[src/rtl/summation_mod_nch.sv]
// Multi-channel modulo-M accumulator.
// One add/load/clear per cycle to a selected channel, registered result.
module summation_mod_nch #(
    parameter int M = 1000,
    parameter int AW = 11,
    parameter int N = 4,
    localparam int CW = $clog2(M),
    localparam int CHW = (N > 1) ? $clog2(N) : 1
) (
    input  logic            clk,
    input  logic            arst,
    input  logic            in_valid,
    input  logic [CHW-1:0]  in_ch,
    input  logic [1:0]      in_op,
    input  logic [AW-1:0]   addend,
    input  logic            mode,
    output logic            out_valid,
    output logic [CHW-1:0]  out_ch,
    output logic [CW-1:0]   out_cnt,
    output logic            cop,
    output logic            con,
    output logic            err,
    output logic [N*CW-1:0] cnt_all
);

    localparam int EW = ((CW > AW) ? CW : AW) + 2;
    localparam logic signed [EW-1:0] MS = EW'(M);
    localparam logic signed [EW-1:0] MAX = EW'(M - 1);
    localparam logic signed [EW-1:0] NMAX = -MAX;

    logic [CW-1:0] cnt [N];
    logic          run;
    logic          ch_ok;
    logic          bad;
    logic          cp;
    logic          cn;
    logic          accept;
    logic [CW-1:0] cur;
    logic [CW-1:0] nxt;
    logic [CW-1:0] res;

    logic signed [EW-1:0] add_s;
    logic signed [EW-1:0] ld_s;
    logic signed [EW-1:0] cnt_s;
    logic signed [EW-1:0] sum;

    for (genvar g = 0; g < N; g++) begin : g_all
        assign cnt_all[g*CW +: CW] = cnt[g];
    end

    assign ch_ok = {{(32-CHW){1'b0}}, in_ch} < 32'(N);
    assign add_s = {{(EW-AW){addend[AW-1]}}, addend};
    assign ld_s = {{(EW-AW){1'b0}}, addend};
    assign cnt_s = {{(EW-CW){1'b0}}, cur};
    assign sum = cnt_s + add_s;
    assign accept = in_valid & run;

    // select the addressed channel; out-of-range channels read as 0
    always_comb begin
        cur = '0;
        for (int i = 0; i < N; i++) begin
            if (in_ch == CHW'(i)) cur = cnt[i];
        end
    end

    // compute the new value, flags and rejection for the request
    always_comb begin
        nxt = cur;
        cp = 1'b0;
        cn = 1'b0;
        bad = !ch_ok;
        case (in_op)
            2'b00: begin
                if (add_s > MAX || add_s < NMAX) begin
                    bad = 1'b1;
                end else if (!mode) begin
                    if (sum >= MS) begin
                        nxt = CW'(sum - MS);
                        cp = 1'b1;
                    end else if (sum < 0) begin
                        nxt = CW'(sum + MS);
                        cn = 1'b1;
                    end else begin
                        nxt = CW'(sum);
                    end
                end else begin
                    if (sum > MAX) begin
                        nxt = CW'(MAX);
                        cp = 1'b1;
                    end else if (sum < 0) begin
                        nxt = '0;
                        cn = 1'b1;
                    end else begin
                        nxt = CW'(sum);
                    end
                end
            end
            2'b01: begin
                if (ld_s > MAX) bad = 1'b1;
                else nxt = CW'(ld_s);
            end
            2'b10: nxt = '0;
            default: bad = 1'b1;
        endcase
        res = bad ? cur : nxt;
    end

    // requests are ignored on the first edge after reset release
    always_ff @(posedge clk or negedge arst) begin
        if (!arst) run <= 1'b0;
        else run <= 1'b1;
    end

    // channel register file update
    always_ff @(posedge clk or negedge arst) begin
        if (!arst) begin
            for (int i = 0; i < N; i++) cnt[i] <= '0;
        end else if (accept && !bad) begin
            for (int i = 0; i < N; i++) begin
                if (in_ch == CHW'(i)) cnt[i] <= nxt;
            end
        end
    end

    // registered result; fields hold while no request arrives
    always_ff @(posedge clk or negedge arst) begin
        if (!arst) begin
            out_valid <= 1'b0;
            out_ch <= '0;
            out_cnt <= '0;
            cop <= 1'b0;
            con <= 1'b0;
            err <= 1'b0;
        end else begin
            out_valid <= accept;
            if (accept) begin
                out_ch <= in_ch;
                out_cnt <= res;
                cop <= cp & !bad;
                con <= cn & !bad;
                err <= bad;
            end
        end
    end

endmodule

[config.mk]
export PLATFORM = sky130hd
export DESIGN_NAME = summation_mod_nch
export DESIGN_NICKNAME = d
export VERILOG_FILES = /design/src/rtl/summation_mod_nch.sv
export SDC_FILE = /design/constraint.sdc
export NUM_CORES = 1
export LEC_CHECK = 0
export ABC_AREA = 0
export BUFFER_PORTS_ARGS = -buffer_cell sky130_fd_sc_hd__clkbuf_2
export CORE_ASPECT_RATIO = 0.5
export CORE_MARGIN = 2
export CORE_UTILIZATION = 61
export CTS_CLUSTER_DIAMETER = 60
export DETAILED_ROUTE_END_ITERATION = 10
export PLACE_DENSITY = 0.91
export RECOVER_POWER = 50
export SLEW_MARGIN = 5
export SYNTH_ARGS = -nofsm -noshare
export SYNTH_HDL_FRONTEND = slang
export SYNTH_SLANG_ARGS = --single-unit
[constraint.sdc]
create_clock -name clk -period 5.4 [get_ports clk]
set_input_delay 1.35 -clock clk [delete_from_list [all_inputs] [get_ports clk]]
set_output_delay 1.35 -clock clk [all_outputs]
set_load 0.02 [all_outputs]
Yosys cells after proc, flatten, opt, wreduce, memory -nomap -nowiden
Cells that the tools add are included.

word-level totals
  register bits after elaboration = 57
  input bits = 19
  output and inout port bits = 56
  word-level logic and storage cells = 64

operators by class
  $add $sub $neg = 3
  order comparisons = 6
  equality and inequality tests = 5
  mux-type cells = 27
  bitwise gates (word level) = 3
  reduce and logical (&&, ||, !) cells = 9

operators with widths
  kind                                                    count
  two-way mux 10 bit                                      12
  one-hot mux 10 bit (3 select lines)                     1
  two-way mux 1 bit                                       13
  adder 11 x 11 -> 12 bit                                 1
  >= comparator 12 x 11 -> 1 bit (second input constant)  1
  > comparator 12 x 11 -> 1 bit (second input constant)   1
  < comparator 12 x 1 -> 1 bit (second input constant)    1
  > comparator 11 x 10 -> 1 bit (second input constant)   1
  > comparator 11 bit (second input constant)             1
  < comparator 11 bit (second input constant)             1
  adder 10 x 6 -> 10 bit (second input constant)          1
  subtractor 10 x 6 -> 10 bit (second input constant)     1
  AND reduction 2 bit                                     4
  equality test 2 bit (second input constant)             3
  equality test 2 x 1 -> 1 bit (second input constant)    2
  zero test 2 bit                                         2
  AND 1 bit                                               3
  one-hot mux 1 bit (3 select lines)                      1
  logical AND 1 bit                                       1
  zero test 1 bit                                         1
  logical OR 1 bit                                        1

Logic depth before layout (Yosys ltp)
Gate-level depths: netlist (run 1).

  depth in word-level cells = 13
  mapped depth = 15
  gate-level depth less buffers = 13

Worst setup path after synthesis (run 1)
Ideal clock, no wire load.

  kind = input port to flip-flop
  start = in in_ch[0]
  end = reg cnt, in the netlist cnt_all[28]
  library setup time = 0.125 ns
  data arrival time = 5.250 ns
  required time = 5.275 ns
  path slack = 0.026 ns
  stages = 15
  path buffers = 3
  path through = clkbuf_1 > buf_1 > mux4_2 > ha_1 > fa_1 > a21o_1 > a21oi_1 > xnor2_1 > nor2_1 > or3_1 > buf_6 > o21ba_1 > a211oi_2 > nand2_1 > mux2_2

between the ends
  word-level cells in the longest chain between the ends = 12
  elaborated cells on any way between the ends = 23
  those cells by class = add/sub: 3; order compare: 3; eq/ne: 3; mux: 12; reduce/logical: 2

RTL lines
  element                                                                 RTL line    RTL
  from (decl)                                                             13          input logic [CHW-1:0] in_ch,
  zero test 2 bit                                                         62          if (in_ch == CHW'(i)) cur = cnt[i];
  two-way mux 10 bit (4 in a row)                                         62
  adder 11 x 11 -> 12 bit                                                 55          assign sum = cnt_s + add_s;
  adder 10 x 6 -> 10 bit or < comparator 12 x 1 -> 1 bit (tied branches)  81, 80, 90
  two-way mux 10 bit, on equally long branches                            80, 90
  two-way mux 10 bit, on equally long branches                            77, 87
  two-way mux 10 bit                                                      76          end else if (!mode) begin
  two-way mux 10 bit                                                      74          if (add_s > MAX || add_s < NMAX) begin
  one-hot mux 10 bit (3 select lines)                                     72          case (in_op)
  to (signal, indexed assignment)                                         120         if (in_ch == CHW'(i)) cnt[i] <= nxt;
  to (decl)                                                               31          logic [CW-1:0] cnt [N];

Parallel ways exist; a longest one is shown, timed or not.
A chain may end at the register's enable or synchronous reset.

Worst setup path after layout (run 1)
  start = in in_ch[0]
  end = reg cnt, in the netlist cnt_all[31]

Same word-level chain as after synthesis.

==> metrics.cfg, run 1 <==
[run_status]
status=complete, but fails checks
failed_checks=max-capacitance violations, max-slew violations

[floorplanning]
die_h_um=60.81
core_um2=6156
rows=20
ios=75
dieArea_um2=7152
start_util=0.6396
die_x_um=117.6

[power_and_ir_drop]
irDropWorstVdd_v=0.0004268
switching_share=0.4426
pwr-share-seq=0.271
power_switching_uw=1074
power.density_nw_per_um2=520.1
p_int_uw=1352
leakage_uw=0.002074
clock_power_share=0.223
pwr-share-comb=0.507

[synthesis]
synthArstFlopShare=1.000
synth-simple-area-share=0.1567
synth_xor_area_frac=0.01811
yosys.area.top_type=dfrtp_1
synth_common_cells=dfrtp_1 (57), mux2_2 (35), nand2_1 (33)
synth.net_count=428
synth_area_leaders=dfrtp_1 (36%), mux2_2 (10%), mux4_2 (5.7%)
synth_edf_count=0
yosysWarnings=0
ys_ff_latch=57
synthMuxAreaShare=0.1624
synth_flop_cell=dfrtp_1
syn_inst=392
yosysTopAreaCellShare=0.3622
synth_cell_types=72
synth_top_family_by_area=compound AO/OA/AOI/OAI gates
yosysMostFrequentCell=dfrtp_1
synth_compound_area_frac=0.2123
synth.yosys.seq_area_share=0.3622
netlist_area_um2=3938
synthAdderAreaFrac=0.05593
avgSynthCellArea_um2=10.04

[clock_network]
cts_buffers=9
cts_tree=yes
htreeDepth=3
cts_root_buf=clkbuf_16
clk_pin_slew_ns=0.05
clock-sinks=57
hold_buffers=0
clock_path_buffers=2
cts_resized=0
clk_latency_ns=0.33
post_cts_buffers=0

[sta]
finalWorstSetupSlack_ns=0.2846
tightest_slew_ns=2.982
fin_tns_setup_ns=0
rsz0062_at_grt=false
clock_skew_ns=0.01028
slew-limit-headroom=-0.9880
finalCriticalPeriod_ns=5.115
drv_slew=58
max_freq_ghz=0.1955
min_period_over_period=0.9473
hold_violations=0
setup_viol=0

[route]
wl_per_cell_um=22.28
drc=0
drt-initial-drc-count=602
viasPerCell=6.950
num_vias=3906
drtAntennaViolNets=0
detail_route.first_pass.iterations=6
wirelength_mm=12.52

[placement]
place_area_um2=4423
routabilityCongestion=1.005
io_buffers=74
dp_slack_ns=0.1360
place.detailed.hpwl_mm=8.590

[grt]
track_usage=0.3651
grt_pass1_wl_mm=19.86
overflow=0
grt_max_degree=58
grt_pass1_vias=3694
antenna_found_initial=0

[worst_setup_path]
cp-end-kind=register
rr_endpoint=cnt_all[31]
worstReg2RegStart=cnt_all[10]
worstSetupStartpointType=primary input
crit_type=primary input to register
arrival_ns=5.37
reg2reg_depth=12
critPathRequiredTime_ns=5.66
ff2ff_setup_slack_ns=1.12
critPathMaxFanout=8

[cells_and_area]
drive_gt1_frac=0.2996
syn_to_final_growth_pct=18.46
diodes=0
seqCellArea_um2=1426
nFillCells=413
finalInstanceArea_um2=4664
multiInputGateArea_um2=2392
layout.nets=506

[worst_hold_path]
min_path_type=register to register
hp-start=con
hold_end=con
hold_depth=2

[run]
drv_cap=1

[through the flow]
step / power (uW) / util / instances / hold WS (ns)
2_1_floorplan: 1479 / - / 392 / 0.5900
3_3_place_gp: 1802 / 0.7185 / 547 / 0.4598
3_5_place_dp: 1840 / 0.7185 / 547 / 0.4733
4_1_cts: 2400 / 0.7636 / 562 / 0.4958
5_1_grt: 2529 / 0.7577 / 562 / 0.5252
6_report: 2426 / 0.7577 / 562 / 0.4945
[flip-flops by register name, summed over array words and instances (netlist names)]
signal / flops
cnt_all: 40
con: 1
cop: 1
err: 1
out_ch: 2
out_cnt: 10
out_valid: 1
run: 1
[cell type report]
class | count | area share
Clock buffer | 11 | 0.04989
Timing Repair Buffer | 87 | 0.09254
Inverter | 7 | 0.005633
Clock inverter | 4 | 0.009657
Sequential cell | 57 | 0.3058
Multi-Input combinational cell | 308 | 0.5129
Tap cell | 88 | 0.02361
[worst max-delay path by stage]
stage / slack (ns) / end / from / depth (start not counted)
after global routing: 0.07 / cnt_all[21] / in_ch[0] / 13
after floorplan: 0.03 / cnt_all[28] / in_ch[0] / 15
after global placement: 0.27 / cnt_all[27] / in_ch[0] / 13
after detailed placement: 0.14 / out_cnt[2] / in_ch[0] / 13
final: 0.28 / cnt_all[31] / in_ch[0] / 13
after CTS: 0.43 / out_cnt[2] / in_ch[0] / 13
[layout by cell type (no fill, tap or decap), types with 4 or more instances in the layout]
| cell | synthesis | routed |
|---|---|---|
| clkbuf_1 | 10 | 29 |
| a21o_1 | 4 | 4 |
| nand3_1 | 13 | 13 |
| nand4_1 | 4 | 4 |
| o211ai_1 | 4 | 4 |
| ha_1 | 16 | 16 |
| o21ai_1 | 4 | 4 |
| nand3b_1 | 4 | 4 |
| clkbuf_2 | 0 | 48 |
| nor2_1 | 28 | 28 |
| buf_4 | 0 | 12 |
| mux2_2 | 35 | 35 |
| o21a_1 | 5 | 5 |
| and2_1 | 5 | 5 |
| mux4_2 | 10 | 10 |
| or3_1 | 7 | 7 |
| o21ai_0 | 18 | 18 |
| a31oi_1 | 22 | 22 |
| nor3_1 | 6 | 6 |
| a21oi_1 | 22 | 22 |
| clkbuf_16 | 0 | 9 |
| o31ai_1 | 4 | 4 |
| inv_1 | 6 | 6 |
| nand2_1 | 33 | 33 |
| nand2b_1 | 4 | 4 |
| dfrtp_1 | 57 | 57 |
[power by group through the flow]
| stage | Combinational, uW | Sequential [uW] | Clock (uW) |
|---|---|---|---|
| after global routing | 1310 | 665 | 559 |
| after floorplan | 700 | 779 | 0 |
| after detailed placement | 1190 | 652 | 0 |
| after global placement | 1160 | 645 | 0 |
| after CTS | 1210 | 649 | 540 |
| final | 1230 | 656 | 540 |
[per-layer routing]
layer  GRT usage  wire length (um)
met1      0.4849              4974
met2      0.5714              5481
met3      0.1053              1588
met4      0.1721               478
met5           0                 0
[cells by family after synthesis]
kind of cell,Yosys count
simple gates,120
flops,57
compound gates,117
other cells,1
xor+xnor,6
fa+ha+maj,17
buf+inv,27
mux,47
[critical path: stages]
cell	delay (ns)
clkbuf_2	0.16
mux4_2	0.58
ha_1	0.25
fa_1	0.42
a21o_1	0.23
and4_1	0.21
o21ai_0	0.26
nand3_1	0.21
nand4bb_1	0.50
o21ai_2	0.40
a21oi_1	0.12
o21ai_1	0.42
mux2_2	0.25
(Power assumes the default switching activity.)
==> run 2: changes to the inputs <==
Settings changed: MAX_ROUTING_LAYER set to met4, REMOVE_ABC_BUFFERS set to 1.
==> run 2 against run 1 <==
  * The flow still finishes with violations (max-capacitance violations, max-slew violations)
  * Sequential share of layout area fell by 0.13 points
  * Clock skew fell by 0.0012 ns
  * Clock power fell by 3.7%
==> metrics.cfg, run 2 (synthesis results as in run 1) <==
[run_status]
status=complete, but fails checks
failed_checks=max-capacitance violations, max-slew violations

[clock_network]
hold_buffers=0  ; unchanged
htreeDepth=3  ; unchanged
cts_root_buf=clkbuf_16
clock_path_buffers=2  ; unchanged
cts_resized=0  ; unchanged
cts_tree=yes
clk_pin_slew_ns=0.05  ; about the same
post_cts_buffers=0  ; unchanged
clk_latency_ns=0.33  ; about the same
cts_buffers=9  ; unchanged
clock-sinks=57  ; unchanged

[route]
wl_per_cell_um=23.54  ; +5.6%
wirelength_mm=13.30  ; +6.2%
drtAntennaViolNets=0  ; unchanged
detail_route.first_pass.iterations=6  ; unchanged
drc=0  ; unchanged
viasPerCell=7.030  ; +1.1%
num_vias=3972  ; +1.7%
drt-initial-drc-count=501  ; -17%

[worst_setup_path]
cp_slowest_cell=mux4_2
critPathMaxFanout=8  ; unchanged
critPathRequiredTime_ns=5.54  ; -0.12 ns
critPathLaunch=in_ch[0]
ff2ff_setup_slack_ns=1.11  ; about the same
cpPeakStageDelay_ns=0.60  ; +0.02 ns
critical_path_buf_inv_count=1  ; unchanged
reg2reg_depth=12  ; unchanged
crit_cells=13  ; unchanged
arrival_ns=5.26  ; -0.11 ns
cp-end-kind=register
critPathTopFamily=compound AO/OA/AOI/OAI gates
worstReg2RegStart=cnt_all[0]
worstSetupStartpointType=primary input
rr_endpoint=cnt_all[7]
crit_type=primary input to register
timing.critical_path.mode_cell=a21oi_1
path_cells=clkbuf_2 > mux4_2 > ha_1 > fa_1 > a21o_1 > a21oi_1 > xnor2_1 > nor2_1 > or3_1 > o21ai_2 > nand3_1 > a21oi_1 > a31oi_1

[sta]
min_period_over_period=0.9481  ; about the same
tightest_slew_ns=2.912  ; -0.07008 ns
finalCriticalPeriod_ns=5.120  ; +0.004390 ns
max_freq_ghz=0.1953  ; about the same
clock_skew_ns=0.009122  ; -0.001154 ns
setup_viol=0  ; unchanged
slew-limit-headroom=-0.9413  ; +0.04672
drv_slew=58  ; unchanged
finalWorstSetupSlack_ns=0.2802  ; -0.004390 ns
hold_violations=0  ; unchanged
rsz0062_at_grt=false
fin_tns_setup_ns=0  ; unchanged

[run]
drv_cap=1  ; unchanged

[placement]
routabilityCongestion=1.069  ; +6.5%
place.detailed.hpwl_mm=8.498  ; -1.1%
place_inst=549  ; +0.37%
dp_slack_ns=0.1611  ; +0.02504 ns
io_buffers=74  ; unchanged

[worst_hold_path]
hold_end=con
hold_depth=2  ; unchanged
hp-start=con
min_path_type=register to register

[cells_and_area]
syn_to_final_growth_pct=18.97
mostFrequentLayoutCell=dfrtp_1
layout.nets=508  ; +0.40%
drive_gt1_frac=0.3019  ; +0.002309
fin_cells=565  ; +0.53%
diodes=0  ; unchanged
layout_common_cells=dfrtp_1 (57), clkbuf_2 (48), mux2_2 (35)
largest_reg_flops=40  ; unchanged

[power_and_ir_drop]
power.density_nw_per_um2=524.1  ; +0.77%
leakage_uw=0.002088  ; +0.68%
irDropWorstVdd_v=0.0003977  ; -6.8%
report.power.total_uw=2455  ; +1.2%

[grt]
grt_max_degree=58  ; unchanged
antenna_found_initial=0  ; unchanged
grt_pass1_wl_mm=20.22  ; +1.8%
overflow=0  ; unchanged
grt_pass1_vias=3648  ; -1.2%
track_usage=0.3914  ; +0.02629

[floorplanning]
ios=75  ; unchanged
dieArea_um2=7152  ; unchanged
core_um2=6156  ; unchanged
start_util=0.6396  ; unchanged
die_h_um=60.81  ; unchanged
rows=20  ; unchanged
die_x_um=117.6  ; unchanged

==> run 2: metrics by stage <==
step	util	cell area, um^2	hold WS (ns)
2_1_floorplan	-	3840	0.5894
3_3_place_gp	0.7222	4446	0.4664
4_1_cts	0.7669	4721	0.4929
3_5_place_dp	0.7222	4446	0.4690
5_1_grt	0.7610	4684	0.5264
6_report	0.7610	4684	0.4949
==> run 2: power by group <==
part | internal [uW] | leakage [uW] | switching (uW)
registers | 550 | 0.000725 | 119
logic | 466 | 0.00122 | 801
clock network | 332 | 0.000139 | 188
==> run 2: worst max path at each step <==
stage / to / slack, ns
finish: cnt_all[7] / 0.28
global placement: out_cnt[3] / 0.33
floorplan: cnt_all[18] / 0.77
global route: cnt_all[7] / 0.16
detailed placement: cnt_all[7] / 0.16
CTS: cnt_all[7] / 0.36
==> run 2: routing by layer <==
metal,GRT usage,share of wire
met2,0.6246,0.45
met1,0.4786,0.38
met5,-,0
met4,0.1601,0.039
met3,0.1175,0.13
==> run 2: final cells by class <==
cell class,count,area [um^2]
sequential,57,1426
clock inverter,3,15.01
fill,415,1471
tap,88,110.1
clock buffer,13,260.3
timing repair buffer,89,459.2
inverter,7,26.28
multi-input combinational,308,2387
==> run 2: worst reg2reg max path, delay by kind of cell, from the launching register on <==
family	cells	cell delay (ns)
AO/OA/AOI/OAI	5	1.44
XOR/XNOR	1	0.23
adder cells (fa/ha/maj)	2	0.68
flip-flops	1	0.41
multiplexers	1	0.56
AND/OR/NAND/NOR	3	0.77
==> run 3: changes to the inputs <==
--- a/config.mk
+++ b/config.mk
@@ -17,4 +17,5 @@
 export RECOVER_POWER = 50
 export REMOVE_ABC_BUFFERS = 1
+export SETUP_SLACK_MARGIN = 0.5
 export SLEW_MARGIN = 5
 export SYNTH_ARGS = -nofsm -noshare
==> constraint.sdc (replaced) <==
create_clock -name clk -period 5.4 [get_ports clk]
set_input_delay 1.35 -clock clk [delete_from_list [all_inputs] [get_ports clk]]
set_output_delay 1.35 -clock clk [all_outputs]
set_load 0.1 [all_outputs]
==> run 3 against run 2 <==
  * Critical path type unchanged
  * Worst setup slack better by 0.26 ns
  * Design area is 2.1% higher
  * Clock skew is 0.0021 ns lower
  * Combinational power is 64% higher
  * The run still ends with max-capacitance violations, max-slew violations left
  * Largest cell class unchanged
  * Sequential share of layout area is 0.64 points lower
  * Clock-buffer cell count stayed put
  * Critical endpoint is now cnt_all[28]
  * Sequential power hardly changed
  * Worst hold slack better by 0.00074 ns
  * Critical path depth is 1 higher
==> metrics.cfg, run 3 (synthesis results as in run 1) <==
[sta]
rsz0062_at_grt=true
max_freq_ghz=0.2059  ; +5.4%
drv_slew=58  ; unchanged
finalCriticalPeriod_ns=4.857  ; -0.2631 ns
hold_violations=0  ; unchanged
setup_viol=0  ; unchanged
finalWorstSetupSlack_ns=0.5432  ; +0.2631 ns
tightest_slew_ns=2.958  ; +0.04638 ns
slew-limit-headroom=-0.9722  ; -0.03092
min_period_over_period=0.8994  ; -0.04871
fin_tns_setup_ns=0  ; unchanged
clock_skew_ns=0.007060  ; -0.002062 ns
hold_slack_ns=0.4957  ; +0.0007430 ns

[route]
wl_per_cell_um=24.34  ; +3.4%
maxUsedRoutingLayer=met4
drc=0  ; unchanged
drtAntennaViolNets=0  ; unchanged
wl_met3_mm=1.877  ; +9.1%
detail_route.first_pass.iterations=5  ; -1
wirelength_mm=13.80  ; +3.8%
viasPerCell=7.131  ; +1.4%
drt-initial-drc-count=538  ; +7.4%
dr_wl_met2_mm=6.017  ; +0.27%
wl_met1_mm=5.192  ; +2.6%
num_vias=4043  ; +1.8%

[floorplanning]
die_h_um=60.81  ; unchanged
start_util=0.6396  ; unchanged
dieArea_um2=7152  ; unchanged
die_x_um=117.6  ; unchanged
core_um2=6156  ; unchanged
ios=75  ; unchanged
rows=20  ; unchanged

[placement]
routabilityCongestion=1.069  ; unchanged
dp_slack_ns=0.1611  ; unchanged
place.detailed.hpwl_mm=8.498  ; unchanged
io_buffers=74  ; unchanged
place_inst=549  ; unchanged

[clock_network]
clk_latency_ns=0.33  ; about the same
clock_path_buffers=2  ; unchanged
cts_buffers=9  ; unchanged
cts_tree=yes
htreeDepth=3  ; unchanged
hold_buffers=0  ; unchanged
clk_pin_slew_ns=0.05  ; about the same
cts_root_buf=clkbuf_16
clock-sinks=57  ; unchanged

[cells_and_area]
nFillCells=393  ; -5.3%
fin_cells=567  ; +0.35%
mostFrequentLayoutCell=dfrtp_1
largest_reg_flops=40  ; unchanged
drive_gt1_frac=0.3243  ; +0.02238
layout_common_cells=dfrtp_1 (57), clkbuf_2 (50), mux2_2 (35)
layout.nets=509  ; +0.20%
syn_to_final_growth_pct=21.51

[worst_setup_path]
arrival_ns=5.06  ; -0.20 ns
critical_path_buf_inv_count=2  ; +1
critPathTopFamily=compound AO/OA/AOI/OAI gates
critPathLaunch=in_ch[0]
crit_cells=14  ; +1
cp-end-kind=register
cpPeakStageDelay_ns=0.59  ; about the same
critPathRequiredTime_ns=5.60  ; +0.06 ns
worstSetupStartpointType=primary input
crit_type=primary input to register
reg2reg_depth=13  ; +1
cp_slowest_cell=mux4_2
ff2ff_setup_slack_ns=1.37  ; +0.26 ns
critPathMaxFanout=6  ; -2
timing.critical_path.mode_cell=nand2_1
worstReg2RegStart=cnt_all[0]
path_cells=clkbuf_2 > mux4_2 > ha_1 > fa_1 > a21o_1 > nand4_1 > nand2_1 > o311a_2 > a2111oi_2 > o21ba_1 > a211oi_2 > buf_4 > nand2_1 > mux2_2

[run_status]
failed_checks=max-capacitance violations, max-slew violations
status=complete, but fails checks

[power_and_ir_drop]
leakage_uw=0.002118  ; +1.4%
power.density_nw_per_um2=684.4  ; +31%
irDropWorstVdd_v=0.0005128  ; +29%

[grt]
grt_pass1_vias=3648  ; unchanged
antenna_found_initial=1  ; +1
overflow=0  ; unchanged
grt_max_degree=58  ; unchanged
track_usage=0.3914  ; unchanged
grt_pass1_wl_mm=20.22  ; unchanged

[worst_hold_path]
hold_depth=2  ; unchanged
hp-start=con
min_path_type=register to register

[run]
drv_cap=1  ; unchanged

run 3: changes by cell type in the layout (fill, tap and decap cells not counted), sizes merged:
cell and change:
diode +1, buf +1
run 3: area by class of cell:
class,instances,area (um^2),area share
Clock inverter,3,15.01,0.003138
Inverter,7,26.28,0.005492
Multi-Input combinational cell,308,2475,0.5173
Timing Repair Buffer,90,469.2,0.09806
Clock buffer,13,260.3,0.05439
Tap cell,88,110.1,0.02301
Antenna cell,1,2.502,0.0005230
Sequential cell,57,1426,0.2981
run 3: per-layer routing:
metal	track usage	vias to the layer above
li1	-	1649
met1	0.4786	1896
met2	0.6246	410
met3	0.1175	88
met4	0.1601	0
met5	-	-
run 3: repair_timing:
| item | in CTS | in global routing |
|---|---|---|
| endpoints found under the setup margin | 5 | 44 |
| pin swaps | 1 | 2 |
| buffers inserted | 0 | 1 |
| gates resized for setup | 3 | 14 |
run 3: through the flow:
step	area, um^2	total power [uW]	utilization
2_1_floorplan	3840	2197	-
3_3_place_gp	4446	2587	0.7222
3_5_place_dp	4446	2614	0.7222
4_1_cts	4731	3181	0.7685
5_1_grt	4785	3368	0.7772
6_report	4785	3275	0.7772
run 3: worst paths after layout:
| check | end |
|---|---|
| setup / recovery | cnt_all[28] |
| hold / removal | con |
| setup reg to reg | cnt_all[28] |
| hold reg to reg | con |
| max in group asynchronous | con |
| min in group asynchronous | cnt_all[12] |
run 3: power by group:
part | switching [uW] | total [uW] | internal [uW] | leakage, uW
Combinational | 1590 | 2080 | 492 | 0.00125
Clock | 188 | 520 | 332 | 0.000139
Sequential | 123 | 672 | 550 | 0.000725
Total | 1900 | 3270 | 1370 | 0.00212
run 3: worst reg2reg max path, stage by stage, from the launching register on:
cell and delay, ns:
dfrtp_1 0.42, mux4_2 0.54, ha_1 0.27, fa_1 0.43, a21o_1 0.23, nand4_1 0.16, nand2_1 0.13, o311a_2 0.40
a2111oi_2 0.35, o21ba_1 0.21, a211oi_2 0.18, buf_4 0.20, nand2_1 0.11, mux2_2 0.28
